## src/rtl/lz77_pkg.sv

```systemverilog
// Shared types and constants for the LZ77 decoder front-end.
package lz77_pkg;

    localparam logic [7:0] TERM_CHAR    = 8'h24;
    localparam int         SEARCH_DEPTH = 9;

    typedef struct packed {
        logic [3:0] pos;
        logic [2:0] len;
        logic [7:0] chr;
    } token_t;

    localparam int TOKEN_W = $bits(token_t);

    typedef enum logic [1:0] {WAIT, RUN, DRAIN, DONE} state_t;

endpackage

```

## src/rtl/lz77_tok_fifo.sv

```systemverilog
// Token FIFO with occupancy outputs and a scan that reports whether any
// buffered token carries the terminator character.
module lz77_tok_fifo import lz77_pkg::*; #(
    parameter int         DEPTH      = 4,
    parameter logic [7:0] MATCH_CHAR = 8'h24
) (
    input  logic                     clk,
    input  logic                     reset,
    input  logic                     flush,
    input  logic                     push,
    input  logic [TOKEN_W-1:0]       din,
    input  logic                     pop,
    output logic [TOKEN_W-1:0]       head,
    output logic                     full,
    output logic                     empty,
    output logic [$clog2(DEPTH):0]   count,
    output logic                     term_seen
);

    localparam int AW = $clog2(DEPTH);

    token_t        mem [DEPTH];
    logic [AW-1:0] wr_ptr;
    logic [AW-1:0] rd_ptr;
    logic [AW:0]   cnt;
    logic          do_push;
    logic          do_pop;

    assign full    = (cnt == (AW+1)'(DEPTH));
    assign empty   = (cnt == '0);
    assign count   = cnt;
    assign head    = mem[rd_ptr];
    assign do_push = push && (!full || pop);
    assign do_pop  = pop && !empty;

    always_ff @(posedge clk) begin
        if (reset || flush) begin
            wr_ptr <= '0;
            rd_ptr <= '0;
            cnt    <= '0;
        end else begin
            if (do_push) wr_ptr <= wr_ptr + AW'(1);
            if (do_pop)  rd_ptr <= rd_ptr + AW'(1);
            case ({do_push, do_pop})
                2'b10:   cnt <= cnt + (AW+1)'(1);
                2'b01:   cnt <= cnt - (AW+1)'(1);
                default: cnt <= cnt;
            endcase
        end
    end

    always_ff @(posedge clk) begin
        if (do_push) mem[wr_ptr] <= token_t'(din);
    end

    // Only slots inside the live window [rd_ptr, rd_ptr+cnt) are considered.
    always_comb begin
        term_seen = 1'b0;
        for (int i = 0; i < DEPTH; i++) begin
            if (((AW+1)'(i) < cnt) && (mem[rd_ptr + AW'(i)].chr == MATCH_CHAR))
                term_seen = 1'b1;
        end
    end

endmodule

```

## src/rtl/lz77_dec_sequencer.sv

```systemverilog
// Feeds buffered LZ77 tokens to the free-running decoder, holding each for
// len+1 cycles, and tags/counts the decoded characters.
module lz77_dec_sequencer import lz77_pkg::*; #(
    parameter int         DEPTH        = 4,
    parameter int         START_THRESH = 2,
    parameter logic [7:0] TERM_CHAR    = lz77_pkg::TERM_CHAR
) (
    input  logic        clk,
    input  logic        reset,
    input  logic        tok_valid,
    output logic        tok_ready,
    input  logic [3:0]  tok_pos,
    input  logic [2:0]  tok_len,
    input  logic [7:0]  tok_char,
    output logic        dec_reset,
    output logic [3:0]  dec_code_pos,
    output logic [2:0]  dec_code_len,
    output logic [7:0]  dec_chardata,
    input  logic        dec_finish,
    input  logic [7:0]  dec_char_nxt,
    output logic        out_valid,
    output logic [7:0]  out_char,
    output logic [15:0] char_count,
    output logic        done,
    output logic        underrun
);

    localparam int AW = $clog2(DEPTH);

    state_t             state;
    token_t             hold;
    logic [2:0]         cyc;
    logic               live;
    logic [TOKEN_W-1:0] head;
    logic               full, empty, term_seen;
    logic [AW:0]        count;
    logic               push, pop, go, boundary, finish_now, flush, issue;

    function automatic logic [15:0] sat_inc(input logic [15:0] v);
        return (v == 16'hFFFF) ? v : v + 16'd1;
    endfunction

    assign tok_ready    = live && !full && (state != DONE);
    assign dec_code_pos = hold.pos;
    assign dec_code_len = hold.len;
    assign dec_chardata = hold.chr;

    always_comb begin
        push       = tok_valid && tok_ready;
        go         = (state == WAIT) && ((int'(count) >= START_THRESH) || term_seen);
        boundary   = (state == RUN) && (cyc == hold.len);
        finish_now = dec_finish && ((state == RUN) || (state == DRAIN));
        pop        = go || (boundary && !empty && !finish_now);
        flush      = finish_now || (state == DRAIN);
        // Once the decoder reports finish its output is no longer a stream char.
        issue      = (state == RUN) && !dec_finish;
    end

    lz77_tok_fifo #(.DEPTH(DEPTH), .MATCH_CHAR(TERM_CHAR)) u_fifo (
        .clk       (clk),
        .reset     (reset),
        .flush     (flush),
        .push      (push),
        .din       ({tok_pos, tok_len, tok_char}),
        .pop       (pop),
        .head      (head),
        .full      (full),
        .empty     (empty),
        .count     (count),
        .term_seen (term_seen)
    );

    always_ff @(posedge clk) begin
        if (reset) begin
            state      <= WAIT;
            hold       <= '0;
            cyc        <= '0;
            live       <= 1'b0;
            dec_reset  <= 1'b1;
            out_valid  <= 1'b0;
            out_char   <= '0;
            char_count <= '0;
            done       <= 1'b0;
            underrun   <= 1'b0;
        end else begin
            live      <= 1'b1;
            out_valid <= issue;
            if (issue)     out_char   <= dec_char_nxt;
            if (out_valid) char_count <= sat_inc(char_count);
            case (state)
                WAIT: if (go) begin
                    hold      <= token_t'(head);
                    cyc       <= '0;
                    state     <= RUN;
                    dec_reset <= 1'b0;
                end
                RUN: begin
                    if (finish_now) begin
                        done      <= 1'b1;
                        state     <= DONE;
                        dec_reset <= 1'b1;
                    end else if (boundary) begin
                        if (!empty) begin
                            hold <= token_t'(head);
                            cyc  <= '0;
                        end else if (hold.chr == TERM_CHAR) begin
                            state     <= DRAIN;
                            dec_reset <= 1'b1;
                        end else begin
                            // Starved: keep the token held and cyc parked on
                            // the boundary so the pop is retried each cycle.
                            underrun <= 1'b1;
                        end
                    end else begin
                        cyc <= cyc + 3'd1;
                    end
                end
                DRAIN: begin
                    state     <= DONE;
                    dec_reset <= 1'b1;
                    done      <= 1'b1;
                    if (!dec_finish) underrun <= 1'b1;
                end
                default: ;
            endcase
        end
    end

endmodule

```

## config.mk

```make
export PLATFORM = sky130hd
export DESIGN_NAME = lz77_dec_sequencer
export DESIGN_NICKNAME = d
export VERILOG_FILES = /design/src/rtl/lz77_pkg.sv /design/src/rtl/lz77_tok_fifo.sv /design/src/rtl/lz77_dec_sequencer.sv
export SDC_FILE = /design/constraint.sdc
export NUM_CORES = 1
export LEC_CHECK = 0
export ABC_CLOCK_PERIOD_IN_PS = 3800
export BUFFER_PORTS_ARGS = -buffer_cell sky130_fd_sc_hd__buf_2
export CAP_MARGIN = 20
export CELL_PAD_IN_SITES_DETAIL_PLACEMENT = 1
export CELL_PAD_IN_SITES_GLOBAL_PLACEMENT = 1
export CORE_MARGIN = 5
export CORE_UTILIZATION = 46
export CTS_CLUSTER_DIAMETER = 80
export DETAILED_ROUTE_END_ITERATION = 7
export GPL_TIMING_DRIVEN = 0
export MAX_ROUTING_LAYER = met4
export PLACE_DENSITY = 0.82
export SYNTH_ARGS = -nofsm -noshare
export SYNTH_HDL_FRONTEND = slang
export SYNTH_SLANG_ARGS = --single-unit
```

## constraint.sdc

```tcl
create_clock -name clk -period 3.8 [get_ports clk]
set_clock_uncertainty 0.2 [all_clocks]
set_input_delay 0.38 -clock clk [delete_from_list [all_inputs] [get_ports clk]]
set_output_delay 0.38 -clock clk [all_outputs]
set_load 0.02 [all_outputs]
```

==> results.md, run 1 <==
| Group | Item | Reported |
|---|---|---|
| worst setup path | Worst Setup Start Kind | flip-flop |
| sta | Final hold vios | 0 |
| sta | Number of endpoints failing setup at the final stage | 0 |
| floorplan | Std-Cell Rows | 38 |
| global route | Vias in the first global route | 4051 |
| floorplan | Height of the chip | 114 µm |
| yosys | Share of the synthesized area in compound gates (AO/OA/AOI/OAI) | 7.69% |
| cells and area | Total inserted antenna cells | 0 |
| cells and area | Net total in the final layout | 566 |
| yosys | Total of warnings raised by yosys | 0 |
| placed design | Port Buffers | 70 |
| yosys | Synthesized netlist net count | 452 |
| yosys | Fraction of the mapped netlist area in adder cells | 4.26% |
| global route | Global-route wire length before repair | 21500 µm |
| worst setup path | Critical path's slowest cell | dfxtp_1 |
| clock tree | TritonCTS clock tree | built |
| cells and area | Fraction of final layout cells with drive strength greater than 1 | 23.7% |
| placed design | Total cell area at the placement stage | 5520 µm² |
| drt | 1st-pass router iterations | 4 |
| yosys | Count of flip-flops with a built-in enable after synthesis | 60 |
| global route | Overall Global Routing Usage | 22.3% |
| cells and area | Area added between synthesis and finish | 26.9% |
| sta | Fin. max-slew vios | 0 |
| clock tree | Number of sinks handled by clock tree synthesis | 118 |
| placed design | Post-placement worst setup slack | 573 ps |
| global route | Largest net degree at the start of global routing | 17 |
| yosys | Post-synthesis simple-gate area fraction | 14.5% |
| clock tree | Cts bufs inserted | 17 |
| sta | Fmax achieved | 306 MHz |
| clock tree | Setup repair bufs after CTS | 0 |
| worst setup path | CP Data Arrival Time | 3520 ps |
| sta | Final worst-path setup slack | 532 ps |
| yosys | Average cell area after synthesis | 12.2 µm² |
| yosys | Share of flip-flops with an asynchronous set or reset after synthesis | 0% |
| yosys | Dominant synthesized flop cell | edfxtp_1 |
| drt | Vias after detailed routing | 3720 |
| worst setup path | Critical path class | flip-flop to flip-flop |
| worst setup path | Crit path largest cell delay | 510 ps |
| yosys | Share of synthesized area spent on multiplexers | 7.97% |
| drt | Remaining antenna violation count after routing | 0 |
| worst setup path | Critical path cell sequence | buf_2 > mux4_2 > or4_1 > nor2_2 > o21ai_0 > nand2_1 > ha_1 > or3_1 > a21oi_1 |
| clock tree | H-Tree Depth | 4 |
| yosys | Main combinational cell family by area after synthesis | simple AND/OR/NAND/NOR gates |
| drt | Post-detailed-route via-to-cell ratio | 5.51 |
| floorplan | Initial core utilization | 46.5% |
| power | Leakage | 2.42 nW |
| drt | DRC errors left | 0 |
| yosys | Post-synthesis register bit count | 118 |
| yosys | Synthesized-area fraction occupied by xor and xnor cells | 3.68% |
| worst setup path | Required time at the worst-slack endpoint | 4050 ps |
| cells and area | Final cell utilization of the core | 59.0% |
| clock tree | Longest Clk Path Bufs | 2 |
| yosys | Cell variety after synth | 49 |
| global route | Grt ovf | 0 |
| hold path | Hold Path Origin | tok_valid |
| worst setup path | CP max FO | 10 |
| power | Pwr Density | 727 nW/µm² |
| global route | Number of antenna violations at the first check in global routing | 0 |
| sta | Worst slew margin | 43.1% |
| sta | Final period demand of the worst path | 3270 ps |
| floorplan | Core area | 10700 µm² |
| status | Run status | complete, no violations |
| hold path | Worst hold-check path type | primary input to flip-flop |
| cells and area | Final design instance area without fill | 6340 µm² |
| placed design | Global placement routability congestion | 0.827 |
| floorplan | Area enclosed by the die boundary | 13000 µm² |
| clock tree | Clk_lat worst skew | 530 ps |
| clock tree | Clock Pin Slew Worst Setup and Hold Paths | 60 ps |
| power | Worst IR drop on VDD | 0.000448 V |
| clock tree | Clk root buf | clkbuf_8 |
| yosys | Gate count after technology mapping | 408 |
| sta | Transition time at the pin with the least slew margin | 854 ps |
| sta | RSZ-0062 raised after global routing | no |
| placed design | Post-DP HPWL | 8960 µm |
| drt | Mean routed wirelength per cell | 19.7 µm |
| yosys | Syn Std Cell Area | 4990 µm² |
| worst setup path | Worst setup EP type | flip-flop |
| drt | DR iter-0 viols | 184 |
| sta | Fin Setup TNS | 0 ps |
| sta | Final worst-path cycle share | 86.0% |
| drt | Total wirelength of the detailed-routed design | 13300 µm |
| floorplan | Io pins | 71 |
| yosys | Sequential cell area fraction in the yosys report | 59.3% |
| floorplan | Die boundary width | 114 µm |
| power | Final total power | 0.00461 W |
| flow run | Max capacitance violation total | 0 |
[per-layer routing]
layer,vias up,global-route usage [%],wire length (µm)
li1,1740,-,-
met1,1851,24.1,5310
met2,109,39.5,7020
met3,20,5.76,708
met4,0,8.08,232
met5,-,-,0
[critical path, delay by kind of cell (launching register included)]
family / cells / cell delay [ps]
multiplexers: 1 / 400
buffers and inverters: 1 / 330
flip-flops: 1 / 510
AO/OA/AOI/OAI: 2 / 290
AND/OR/NAND/NOR: 4 / 1160
adder cells (fa/ha/maj): 1 / 300
[registers in the layout, indices dropped and copies added (netlist names), 2 cells and up, named ones only]
register	flops
dec_code_len	3
state	2
dec_chardata	8
u_fifo.mem	60
out_char	8
cyc	3
u_fifo.count	3
char_count	16
u_fifo.rd_ptr	2
dec_code_pos	4
u_fifo.wr_ptr	2
[repair_timing]
action                    CTS  global route
hold endpoints to repair   70             0
hold buffers               25             0
resized for setup           0             0
[stage by stage]
step	hold slack (ps)	std cells
finish	168	675
global route	202	675
CTS	153	675
detailed placement	248	618
global placement	241	618
floorplan	279	408
[final timing paths]
path / to / slack, ps / cells past startpoint
hold reg to reg: out_char[5]$_SDFFE_PP0P_ / 260 / 2
hold / removal: u_fifo.wr_ptr[0]$_SDFFE_PP0P_ / 170 / 4
setup / recovery: u_fifo.count[2]$_SDFFE_PP0P_ / 530 / 9
setup reg to reg: u_fifo.count[2]$_SDFFE_PP0P_ / 530 / 9
[power breakdown]
| group | switching [W] | leakage, nW | total (W) | internal [W] |
|---|---|---|---|---|
| Combinational | 0.000901 | 1.12 | 0.00144 | 0.000538 |
| Clock | 0.000611 | 0.280 | 0.00152 | 0.000905 |
| Sequential | 0.000139 | 1.02 | 0.00165 | 0.00151 |
| Total | 0.00165 | 2.42 | 0.00461 | 0.00296 |
[placed cells by master, fill, tap and decap left out, types with 18 or more instances in the layout]
cell           count
dfxtp_1           58
o21ai_0           18
nor2_1            36
clkbuf_16         18
nand3_1           23
edfxtp_1          60
a21oi_1           32
buf_2             71
nand2_1           32
dlygate4sd3_1     25
[layout make-up]
class / count / area, µm²
Timing Repair Buffer: 95 / 601
Sequential cell: 118 / 2960
Clock buffer: 21 / 482
Fill cell: 1129 / 4410
Tap cell: 140 / 175
Clock inverter: 11 / 86.3
Multi-Input combinational cell: 264 / 1900
Buffer: 14 / 82.6
Inverter: 12 / 45.0
[synth_stat cells (all sizes together), types with 2 or more instances]
| library cell | count | area [µm²] |
|---|---|---|
| a211oi | 4 | 35.0 |
| a21oi | 32 | 160 |
| and2 | 2 | 12.5 |
| and3 | 7 | 43.8 |
| buf | 6 | 51.3 |
| clkbuf | 8 | 31.3 |
| dfxtp | 58 | 1160 |
| edfxtp | 60 | 1800 |
| ha | 17 | 213 |
| inv | 12 | 45.0 |
| mux2i | 6 | 60.1 |
| mux4 | 15 | 338 |
| nand2 | 33 | 126 |
| nand2b | 4 | 25.0 |
| nand3 | 23 | 115 |
| nand4 | 7 | 43.8 |
| nand4b | 2 | 17.5 |
| nor2 | 37 | 141 |
| nor3 | 9 | 45.0 |
| nor3b | 2 | 15.0 |
| nor4 | 2 | 12.5 |
| nor4b | 4 | 35.0 |
| nor4bb | 4 | 40.0 |
| o21ai | 18 | 90.1 |
| xnor2 | 8 | 70.1 |
| xor2 | 13 | 114 |
[logic make-up (layout without fill, tap and decap cells)]
kind of cell	Yosys count	in the layout
and+or+nand+nor	142	142
DFF	118	118
AOI/OAI and AO/OA	63	63
buffers and inverters	26	153
xor gates and xnor gates	21	21
muxes	21	21
adders and majority gates	17	17
(Power assumes the default switching activity.)
==> run 2: changes to the inputs <==
--- a/config.mk
+++ b/config.mk
@@ -16,7 +16,7 @@
 export DETAILED_ROUTE_END_ITERATION = 7
 export GPL_TIMING_DRIVEN = 0
 export MAX_ROUTING_LAYER = met4
-export PLACE_DENSITY = 0.82
+export PLACE_DENSITY = 0.84
 export SYNTH_ARGS = -nofsm -noshare
 export SYNTH_HDL_FRONTEND = slang
 export SYNTH_SLANG_ARGS = --single-unit
==> results.md, run 2 (synthesis results as in run 1) <==
| Group | Item | Reported | Delta |
|---|---|---|---|
| status | Run status | complete, no violations |  |
| global route | Overall Global Routing Usage | 22.8% | +0.49 points |
| power | Pwr Density | 740 nW/µm² | +1.8% |
| placed design | Global placement routability congestion | 0.850 | +2.7% |
| cells and area | Most common library cell in the layout ignoring fill and taps | buf_2 |  |
| drt | DR iter-0 viols | 202 | +9.8% |
| power | Leakage | 2.42 nW | about the same |
| worst setup path | Required time at the worst-slack endpoint | 3980 ps | -70 ps |
| floorplan | Area enclosed by the die boundary | 13000 µm² | unchanged |
| global route | Vias in the first global route | 4067 | +0.39% |
| worst setup path | CP Data Arrival Time | 3430 ps | -90 ps |
| cells and area | FF/Latch Area | 2960 µm² | unchanged |
| cells and area | Registers with the highest flip-flop counts | u_fifo.mem x60, char_count x16 |  |
| clock tree | TritonCTS clock tree | built |  |
| clock tree | Clk_lat worst skew | 530 ps | about the same |
| cells and area | Fraction of final layout cells with drive strength greater than 1 | 23.8% | +0.044 points |
| drt | Mean routed wirelength per cell | 19.9 µm | +1.2% |
| sta | Final hold vios | 0 | unchanged |
| global route | Global-route wire length before repair | 21900 µm | +2.0% |
| clock tree | Clock Pin Slew Worst Setup and Hold Paths | 60 ps | about the same |
| floorplan | Core area | 10700 µm² | unchanged |
| sta | Fin Setup TNS | 0 ps | unchanged |
| worst setup path | Critical path class | flip-flop to flip-flop |  |
| cells and area | Filler instances | 1130 | +0.089% |
| floorplan | Initial core utilization | 46.5% | unchanged |
| worst setup path | Critical path's slowest cell | mux4_2 |  |
| placed design | Post-placement worst setup slack | 624 ps | +50.6 ps |
| placed design | Port Buffers | 70 | unchanged |
| placed design | Post-DP HPWL | 8480 µm | -5.3% |
| cells and area | Total inserted antenna cells | 0 | unchanged |
| worst setup path | Crit path largest cell delay | 530 ps | +20 ps |
| worst setup path | CP max FO | 10 | unchanged |
| cells and area | Register with the highest flop count | u_fifo.mem |  |
| worst setup path | Worst Setup Start Kind | flip-flop |  |
| clock tree | H-Tree Depth | 4 | unchanged |
| sta | Fin. max-slew vios | 0 | unchanged |
| global route | Met1 global-route usage | 24.0% | -0.16 points |
| sta | Final worst-path setup slack | 547 ps | +14.8 ps |
| cells and area | Final cell utilization of the core | 59.1% | +0.15 points |
| global route | Met3 track utilization from global routing | 3.81% | -2.0 points |
| clock tree | Cts bufs inserted | 17 | unchanged |
| floorplan | Std-Cell Rows | 38 | unchanged |
| drt | Total wirelength of the detailed-routed design | 13400 µm | +1.1% |
| drt | Remaining antenna violation count after routing | 0 | unchanged |
| sta | Worst slew margin | 44.4% | +1.3 points |
| drt | Post-detailed-route via-to-cell ratio | 5.53 | +0.31% |
| power | Worst IR drop on VDD | 0.000452 V | +0.79% |
| sta | Fmax achieved | 307 MHz | +0.45% |
| sta | Final period demand of the worst path | 3250 ps | -14.7 ps |
| floorplan | Die boundary width | 114 µm | unchanged |
| worst setup path | Buffers plus inverters on the worst setup path | 3 | +2 |
| cells and area | Net total in the final layout | 565 | -0.18% |
| drt | Vias after detailed routing | 3726 | +0.16% |
| clock tree | Number of sinks handled by clock tree synthesis | 118 | unchanged |
| global route | Number of antenna violations at the first check in global routing | 0 | unchanged |
| power | Final total power | 0.00470 W | +2.0% |
| worst setup path | Critical path cell sequence | buf_6 > buf_12 > mux4_2 > or4_1 > nor2_2 > o21bai_2 > o2bb2ai_1 > clkbuf_2 > o21ai_0 > a21oi_1 |  |
| floorplan | Io pins | 71 | unchanged |
| worst setup path | Worst setup EP type | flip-flop |  |
| clock tree | Longest Clk Path Bufs | 2 | unchanged |
| global route | Routing usage on met2 | 41.3% | +1.8 points |
| cells and area | Flip-flop count of the largest register, all copies and words added | 60 | unchanged |
| clock tree | Clk root buf | clkbuf_8 |  |
| global route | Grt ovf | 0 | unchanged |
| drt | 1st-pass router iterations | 5 | +1 |
| flow run | Max capacitance violation total | 0 | unchanged |
| hold path | Worst hold-check path type | primary input to flip-flop |  |
| global route | Busiest layer in global routing | met2 |  |
| clock tree | Setup repair bufs after CTS | 0 | unchanged |
| drt | DRC errors left | 0 | unchanged |
| sta | Post-route worst hold slack | 11.4 ps | -157 ps |
| sta | Transition time at the pin with the least slew margin | 835 ps | -19.6 ps |
| sta | Number of endpoints failing setup at the final stage | 0 | unchanged |
| cells and area | Most used cells in the layout excluding fill and tap cells | 71 x buf_2, 60 x edfxtp_1, 58 x dfxtp_1 |  |
| cells and area | Multi-input combinational cell area | 1900 µm² | unchanged |
| sta | RSZ-0062 raised after global routing | no |  |
| cells and area | Area added between synthesis and finish | 27.2% |  |
| floorplan | Height of the chip | 114 µm | unchanged |
| sta | Final worst-path cycle share | 85.6% | -0.39 points |
| worst setup path | Family of cells with the greatest summed delay on the critical path | compound AO/OA/AOI/OAI gates |  |
| global route | Largest net degree at the start of global routing | 17 | unchanged |
==> run 2: cell types whose count changed in the layout (fill, tap and decap cells not counted) <==
cell | before | now
clkinv_1 | 0 | 1
clkbuf_8 | 2 | 1
bufinv_16 | 0 | 3
clkinvlp_4 | 1 | 2
clkbuf_16 | 18 | 16
dlygate4sd3_1 | 25 | 24
inv_4 | 2 | 0
clkbuf_1 | 8 | 7
clkinv_2 | 1 | 2
==> run 2: what timing repair did <==
| item | 4_1_cts | 5_1_grt |
|---|---|---|
| hold buffers | 24 | 0 |
| resized for setup | 0 | 0 |
| endpoints found under the hold margin | 69 | 0 |
==> run 2: layout make-up <==
class / count / area share, %
sequential: 118 / 46.6
tap: 140 / 2.76
buffer: 14 / 1.30
timing repair buffer: 94 / 9.29
multi-input combinational: 264 / 30.0
clock inverter: 15 / 2.84
clock buffer: 17 / 6.52
inverter: 12 / 0.709
==> run 2: final timing paths <==
check | from | endpoint | slack (ps) | depth (start not counted)
hold / removal | reset | live$_DFF_P_ | 10 | 2
hold reg to reg | out_char[4]$_SDFFE_PP0P_ | out_char[4]$_SDFFE_PP0P_ | 270 | 2
setup reg to reg | flip-flop | dec_code_pos[3]$_SDFFE_PP0P_ | 550 | 10
setup / recovery | flip-flop | dec_code_pos[3]$_SDFFE_PP0P_ | 550 | 10
==> run 2: power breakdown <==
group          switching [W]  internal, W  total [W]  leakage, nW
registers           0.000149      0.00151    0.00166         1.02
clock network       0.000617      0.00100    0.00162        0.286
logic               0.000883     0.000537    0.00142         1.12
==> run 2: layer usage <==
layer	vias to the layer above	share of wire, %
li1	1739	-
met1	1867	40
met2	93	54
met3	27	3.5
met4	0	2.6
met5	-	0
==> run 2: metrics by stage <==
step	cell area, µm²	cells
after floorplan	4990	408
after global placement	5520	618
after detailed placement	5520	618
after global routing	6350	674
final	6350	674
after CTS	6350	674
